## config.mk

```make
export PLATFORM = sky130hd
export DESIGN_NAME = id_issue_ctrl_flat
export DESIGN_NICKNAME = d
export VERILOG_FILES = /design/src/rtl/id_issue_if.sv /design/src/rtl/id_issue_ctrl.sv /design/src/flat_wrapper.sv
export SDC_FILE = /design/constraint.sdc
export NUM_CORES = 1
export LEC_CHECK = 0
export CAP_MARGIN = 20
export CORE_ASPECT_RATIO = 1.2
export CORE_MARGIN = 8
export CORE_UTILIZATION = 36
export CTS_CLUSTER_DIAMETER = 30
export DETAILED_ROUTE_END_ITERATION = 16
export GPL_ROUTABILITY_DRIVEN = 0
export HOLD_SLACK_MARGIN = 0.12
export PLACE_DENSITY = 0.65
export SYNTH_ARGS = -nofsm -noshare
export SYNTH_HDL_FRONTEND = slang
export SYNTH_SLANG_ARGS = --single-unit
```

## constraint.sdc

```tcl
create_clock -name clk_i -period 9.1 [get_ports clk_i]
set_clock_uncertainty 0.05 [all_clocks]
set_input_delay 1.82 -clock clk_i [delete_from_list [all_inputs] [get_ports clk_i]]
set_output_delay 1.82 -clock clk_i [all_outputs]
set_load 0.01 [all_outputs]
```

## src/rtl/id_issue_if.sv

```systemverilog
// Decoder/issue/debug signal bundle for the issue-side controller.
// The slave modport is the controller's view; master is the environment's view.
interface id_issue_if #(
  parameter int DATA_W = 64
);
  logic              flush_i;
  logic              dec_valid_i;
  logic              dec_ready_o;
  logic [DATA_W-1:0] dec_data_i;
  logic              dec_cf_i;
  logic              iss_valid_o;
  logic [DATA_W-1:0] iss_data_o;
  logic              iss_cf_o;
  logic              iss_ack_i;
  logic              cf_resolve_i;
  logic              halt_req_i;
  logic              resume_i;
  logic              halted_o;
  logic [2:0]        cf_pending_o;

  modport slave (
    input  flush_i, dec_valid_i, dec_data_i, dec_cf_i, iss_ack_i,
           cf_resolve_i, halt_req_i, resume_i,
    output dec_ready_o, iss_valid_o, iss_data_o, iss_cf_o, halted_o,
           cf_pending_o
  );

  modport master (
    output flush_i, dec_valid_i, dec_data_i, dec_cf_i, iss_ack_i,
           cf_resolve_i, halt_req_i, resume_i,
    input  dec_ready_o, iss_valid_o, iss_data_o, iss_cf_o, halted_o,
           cf_pending_o
  );
endinterface

```

## src/rtl/id_issue_ctrl.sv

```systemverilog
// Issue-side controller: decoded-instruction FIFO, control-flow in-flight limiter
// and debug halt sequencer (RUN -> DRAIN -> HALTED -> RUN).
//
// state   | meaning
// RUN     | normal intake and issue
// DRAIN   | intake stopped, buffered entries still issue, waiting for cf resolves
// HALTED  | pipeline empty, no intake, no issue, waiting for resume
module id_issue_ctrl #(
  parameter int DATA_W = 64,
  parameter int DEPTH  = 2,
  parameter int MAX_CF = 1
) (
  input logic        clk_i,
  input logic        rst_i,
  id_issue_if.slave  bus
);

  localparam int AW = (DEPTH > 1) ? $clog2(DEPTH) : 1;
  localparam int CW = $clog2(DEPTH + 1);

  localparam logic [1:0] ST_RUN    = 2'd0;
  localparam logic [1:0] ST_DRAIN  = 2'd1;
  localparam logic [1:0] ST_HALTED = 2'd2;

  logic [DATA_W-1:0] mem_data [DEPTH];
  logic [DEPTH-1:0]  mem_cf;
  logic [AW-1:0]     wr_ptr;
  logic [AW-1:0]     rd_ptr;
  logic [CW-1:0]     count;
  logic [2:0]        cf_pending;
  logic [1:0]        state;

  logic empty;
  logic full;
  logic head_cf;
  logic cf_room;
  logic enq;
  logic deq;
  logic cf_inc;
  logic cf_dec;

  assign empty   = (count == '0);
  assign full    = (count == CW'(DEPTH));
  assign head_cf = mem_cf[rd_ptr];
  assign cf_room = (cf_pending < 3'(MAX_CF));

  // Ready looks only at registered state and flush, never at the issue ack.
  assign bus.dec_ready_o  = !full && (state == ST_RUN) && !bus.flush_i;
  assign bus.iss_valid_o  = !empty && (state != ST_HALTED) && !bus.flush_i &&
                            (!head_cf || cf_room);
  assign bus.iss_data_o   = empty ? '0 : mem_data[rd_ptr];
  assign bus.iss_cf_o     = empty ? 1'b0 : head_cf;
  assign bus.halted_o     = (state == ST_HALTED);
  assign bus.cf_pending_o = cf_pending;

  assign enq    = bus.dec_valid_i && bus.dec_ready_o;
  assign deq    = bus.iss_valid_o && bus.iss_ack_i;
  assign cf_inc = deq && head_cf;
  assign cf_dec = bus.cf_resolve_i && (cf_pending != 3'd0);

  always_ff @(posedge clk_i) begin
    if (enq) begin
      mem_data[wr_ptr] <= bus.dec_data_i;
      mem_cf[wr_ptr]   <= bus.dec_cf_i;
    end
  end

  always_ff @(posedge clk_i or posedge rst_i) begin
    if (rst_i) begin
      wr_ptr <= '0;
      rd_ptr <= '0;
      count  <= '0;
    end else if (bus.flush_i) begin
      wr_ptr <= '0;
      rd_ptr <= '0;
      count  <= '0;
    end else begin
      if (enq) wr_ptr <= wr_ptr + AW'(1);
      if (deq) rd_ptr <= rd_ptr + AW'(1);
      case ({enq, deq})
        2'b10:   count <= count + CW'(1);
        2'b01:   count <= count - CW'(1);
        default: count <= count;
      endcase
    end
  end

  // A resolve arriving at zero is spurious, so an ack in that cycle still counts up.
  always_ff @(posedge clk_i or posedge rst_i) begin
    if (rst_i) begin
      cf_pending <= 3'd0;
    end else if (bus.flush_i) begin
      cf_pending <= 3'd0;
    end else if (cf_inc && !cf_dec) begin
      cf_pending <= cf_pending + 3'd1;
    end else if (cf_dec && !cf_inc) begin
      cf_pending <= cf_pending - 3'd1;
    end
  end

  always_ff @(posedge clk_i or posedge rst_i) begin
    if (rst_i) begin
      state <= ST_RUN;
    end else begin
      case (state)
        ST_RUN: begin
          if (bus.halt_req_i) state <= ST_DRAIN;
        end
        ST_DRAIN: begin
          if (bus.flush_i || (empty && (cf_pending == 3'd0))) state <= ST_HALTED;
        end
        ST_HALTED: begin
          if (bus.resume_i) state <= ST_RUN;
        end
        default: state <= ST_RUN;
      endcase
    end
  end

endmodule

```

## src/flat_wrapper.sv

```systemverilog
// flat-port wrapper written by rule: the top's interface ports become plain ports
module id_issue_ctrl_flat 
#(
  parameter int DATA_W = 64,
  parameter int DEPTH  = 2,
  parameter int MAX_CF = 1
)
  (clk_i, rst_i, bus_flush_i, bus_dec_valid_i, bus_dec_data_i, bus_dec_cf_i, bus_iss_ack_i, bus_cf_resolve_i, bus_halt_req_i, bus_resume_i, bus_dec_ready_o, bus_iss_valid_o, bus_iss_data_o, bus_iss_cf_o, bus_halted_o, bus_cf_pending_o);
  id_issue_if #(.DATA_W(DATA_W)) bus_i ();
  input logic clk_i;
  input logic rst_i;
  input wire logic [$bits(bus_i.flush_i)-1:0] bus_flush_i;
  input wire logic [$bits(bus_i.dec_valid_i)-1:0] bus_dec_valid_i;
  input wire logic [$bits(bus_i.dec_data_i)-1:0] bus_dec_data_i;
  input wire logic [$bits(bus_i.dec_cf_i)-1:0] bus_dec_cf_i;
  input wire logic [$bits(bus_i.iss_ack_i)-1:0] bus_iss_ack_i;
  input wire logic [$bits(bus_i.cf_resolve_i)-1:0] bus_cf_resolve_i;
  input wire logic [$bits(bus_i.halt_req_i)-1:0] bus_halt_req_i;
  input wire logic [$bits(bus_i.resume_i)-1:0] bus_resume_i;
  output wire logic [$bits(bus_i.dec_ready_o)-1:0] bus_dec_ready_o;
  output wire logic [$bits(bus_i.iss_valid_o)-1:0] bus_iss_valid_o;
  output wire logic [$bits(bus_i.iss_data_o)-1:0] bus_iss_data_o;
  output wire logic [$bits(bus_i.iss_cf_o)-1:0] bus_iss_cf_o;
  output wire logic [$bits(bus_i.halted_o)-1:0] bus_halted_o;
  output wire logic [$bits(bus_i.cf_pending_o)-1:0] bus_cf_pending_o;
  assign bus_i.flush_i = bus_flush_i;
  assign bus_i.dec_valid_i = bus_dec_valid_i;
  assign bus_i.dec_data_i = bus_dec_data_i;
  assign bus_i.dec_cf_i = bus_dec_cf_i;
  assign bus_i.iss_ack_i = bus_iss_ack_i;
  assign bus_i.cf_resolve_i = bus_cf_resolve_i;
  assign bus_i.halt_req_i = bus_halt_req_i;
  assign bus_i.resume_i = bus_resume_i;
  assign bus_dec_ready_o = bus_i.dec_ready_o;
  assign bus_iss_valid_o = bus_i.iss_valid_o;
  assign bus_iss_data_o = bus_i.iss_data_o;
  assign bus_iss_cf_o = bus_i.iss_cf_o;
  assign bus_halted_o = bus_i.halted_o;
  assign bus_cf_pending_o = bus_i.cf_pending_o;
  id_issue_ctrl #(.DATA_W(DATA_W), .DEPTH(DEPTH), .MAX_CF(MAX_CF)) u_core (.clk_i(clk_i), .rst_i(rst_i), .bus(bus_i));
endmodule
```

==> impl_metrics.yaml <==
grt:
  grt_pass1_vias: 3586
  grt_usage_pct: 12.8
  grt-ovfl-total: 0
  antenna_found_initial: 1
  grt_max_degree: 66
  grt_pass1_wl_um: 18900
final_layout:
  area_delta_synth_final_pct: 41.8
  finish.net_count: 566
  stdcell_count: 707
  fin_util_pct: 52.0
  final_common_cell: "clkdlybuf4s50_1"
  antenna_cells: 0
  fill_cells: 1311
  drive_gt1_share_pct: 8.55
  final_cell_mix: "143 x clkdlybuf4s50_1, 130 x edfxtp_1, 72 x nor2_1"
timing:
  fmaxAchievable_ghz: 0.187
  hold_viol_final: 0
  setup_slack_ns: 3.76
  setup-tns-final_ns: 0
  finalSetupViolCount: 0
  finalCritPeriodShare_pct: 58.6
  tightest_slew_ns: 0.952
  maxSlewHeadroom_pct: 36.5
  period_needed_ns: 5.34
  rsz0062_at_grt: "false"
  slew_viol_final: 0
critical_path:
  cp_slowest_cell: "clkdlybuf4s50_1"
  critPathMaxStageDelay_ns: 0.62
  crit_path_frequent_cell: "clkdlybuf4s50_1"
  crit_chain: "clkdlybuf4s50_1 > nor4_1 > clkdlybuf4s50_1"
  path_class: "primary input to output pin"
  cp_data_arrival_time_ns: 3.47
  critPathTopFamily: "buffers and inverters"
  required_ns: 7.23
  crit_fanout: 13
  path_buf_inv: 2
  crit_path_start_kind: "primary input"
  end_kind: "output pin"
yosys:
  synth_top_cell_by_area: "edfxtp_1"
  synthAdderAreaFrac_pct: 0.684
  synth.distinct_cells: 31
  synthTopCellsByArea: "edfxtp_1 71%, mux2i_1 12%, nor2_1 5.1%, dfrtp_1 4.1%, xnor2_1 0.80%"
  syn_inst: 340
  ys_seq_area_share_pct: 75.3
  netlist_area_um2: 5490
  synth_mux_area_share_pct: 12.9
  synth_area_per_cell_um2: 16.1
  synth_compound_area_share_pct: 0.479
  ys_warn_count: 0
  synth-seq-cells: 139
  synth_top_area_share_pct: 71.2
  yosys.area_share.simple_pct: 8.39
  syn_nets: 416
  synth_xor_area_share_pct: 0.798
  synth_top_family_by_area: "multiplexers"
floorplan:
  ioPinCount: 144
  coreArea_um2: 15000
  rows: 49
  dieArea_um2: 19500
  die_x_um: 129
  start_util_pct: 36.7
  die_h_um: 151
drt:
  dr.pass1.iters: 4
  routed_wl_um: 12100
  wire_per_inst_um: 17.1
  ant_nets: 0
  drt_iter0_drc: 125
  routed_via_density: 4.58
  vias: 3236
  drcViolationCount: 0
clocking:
  cts_resized: 0
  cts_tree: "done"
  numCtsBuffers: 17
  clkLatencyLatePin_ns: 0.40
  clockBufferDepth: 2
  cts.sinks: 139
  ctsHoldBuffers: 0
  post_cts_buffers: 0
  h-tree-depth: 4
  root_buffer: "clkbuf_16"
  clk_pin_slew_ns: 0.05
placement:
  dp_hpwl_um: 7850
  numPortBuffers: 143
  dp_cells: 674
  place_ws_ns: 3.78
power:
  p_per_area_nw_per_um2: 296
  finalPower_mw: 2.30
  power.leakage_nw: 2.54
  vdd_drop_max_v: 0.000136
job:
  cap_violations: 0
status:
  status: "completed"
hold_path:
  hold_path.class: "flip-flop to flip-flop"
-- synth_stat cells (all sizes together) --
library cell and number:
a31oi 1, and2b 1, and3 1, buf 8, clkbuf 8, dfrtp 9
edfxtp 130, ha 3, inv 4, mux2 1, mux2i 69, nand2 5
nand2b 5, nand3 2, nand3b 1, nand4b 1, nor2 75, nor2b 1
nor3 1, nor3b 1, nor4 2, nor4b 1, o21ai 2, o21ba 1
or2 1, or3 1, xnor2 5
-- final timing paths --
path | startpoint | to | slack, ns | cells after the start
min | u_core.state[1]$_DFFE_PP0P_ | u_core.state[0]$_DFFE_PP0P_ | 0.52 | 1
max | bus_flush_i | bus_dec_ready_o | 3.76 | 3
max in group asynchronous | rst_i | u_core.rd_ptr$_DFFE_PP0P_ | 7.06 | 2
max reg2reg | u_core.state[1]$_DFFE_PP0P_ | u_core.mem_cf[0]$_DFFE_PP_ | 6.28 | 4
min reg2reg | u_core.state[1]$_DFFE_PP0P_ | u_core.state[0]$_DFFE_PP0P_ | 0.52 | 1
min in group asynchronous | rst_i | u_core.state[1]$_DFFE_PP0P_ | 1.64 | 2
-- final cells by class --
| class | count | area [um2] | share of cell area (%) |
|---|---|---|---|
| Sequential cell | 139 | 4130 | 53.1 |
| Clock buffer | 19 | 433 | 5.57 |
| Tap cell | 204 | 255 | 3.28 |
| Timing Repair Buffer | 147 | 1470 | 18.9 |
| Multi-Input combinational cell | 181 | 1290 | 16.6 |
| Inverter | 4 | 15.0 | 0.193 |
| Clock inverter | 13 | 175 | 2.25 |
-- cells by family after synthesis --
| family | count (synthesis) |
|---|---|
| flip-flops | 139 |
| AND/OR/NAND/NOR | 99 |
| buffers and inverters | 20 |
| XOR/XNOR | 5 |
| multiplexers | 70 |
| adder cells (fa/ha/maj) | 3 |
| AO/OA/AOI/OAI | 4 |
-- sequential cells by signal (all words and copies together) (netlist names) --
signal	cells
u_core.count	2
u_core.wr_ptr	1
u_core.mem_data	128
u_core.mem_cf	2
u_core.state	2
u_core.rd_ptr	1
u_core.bus.cf_pending_o	3
-- layer usage --
metal	share of wire [%]	global-route usage, %
met4	1.5	5.65
met5	0.074	0
met1	40	13.6
met2	52	22.2
met3	6.8	5.00
-- stage by stage --
stage | cell area [um2] | hold slack (ns)
4_1_cts | 7760 | 0.514
6_report | 7780 | 0.521
2_1_floorplan | 5490 | 0.426
3_5_place_dp | 7150 | 0.506
3_3_place_gp | 7150 | 0.495
5_1_grt | 7780 | 0.531
-- power by group --
part / internal [mW] / leakage, nW / switching (mW)
clock: 0.455 / 0.292 / 0.251
combinational: 0.382 / 0.950 / 0.385
sequential: 0.790 / 1.30 / 0.0392
Note: power is estimated with default switching activity, not from simulation.
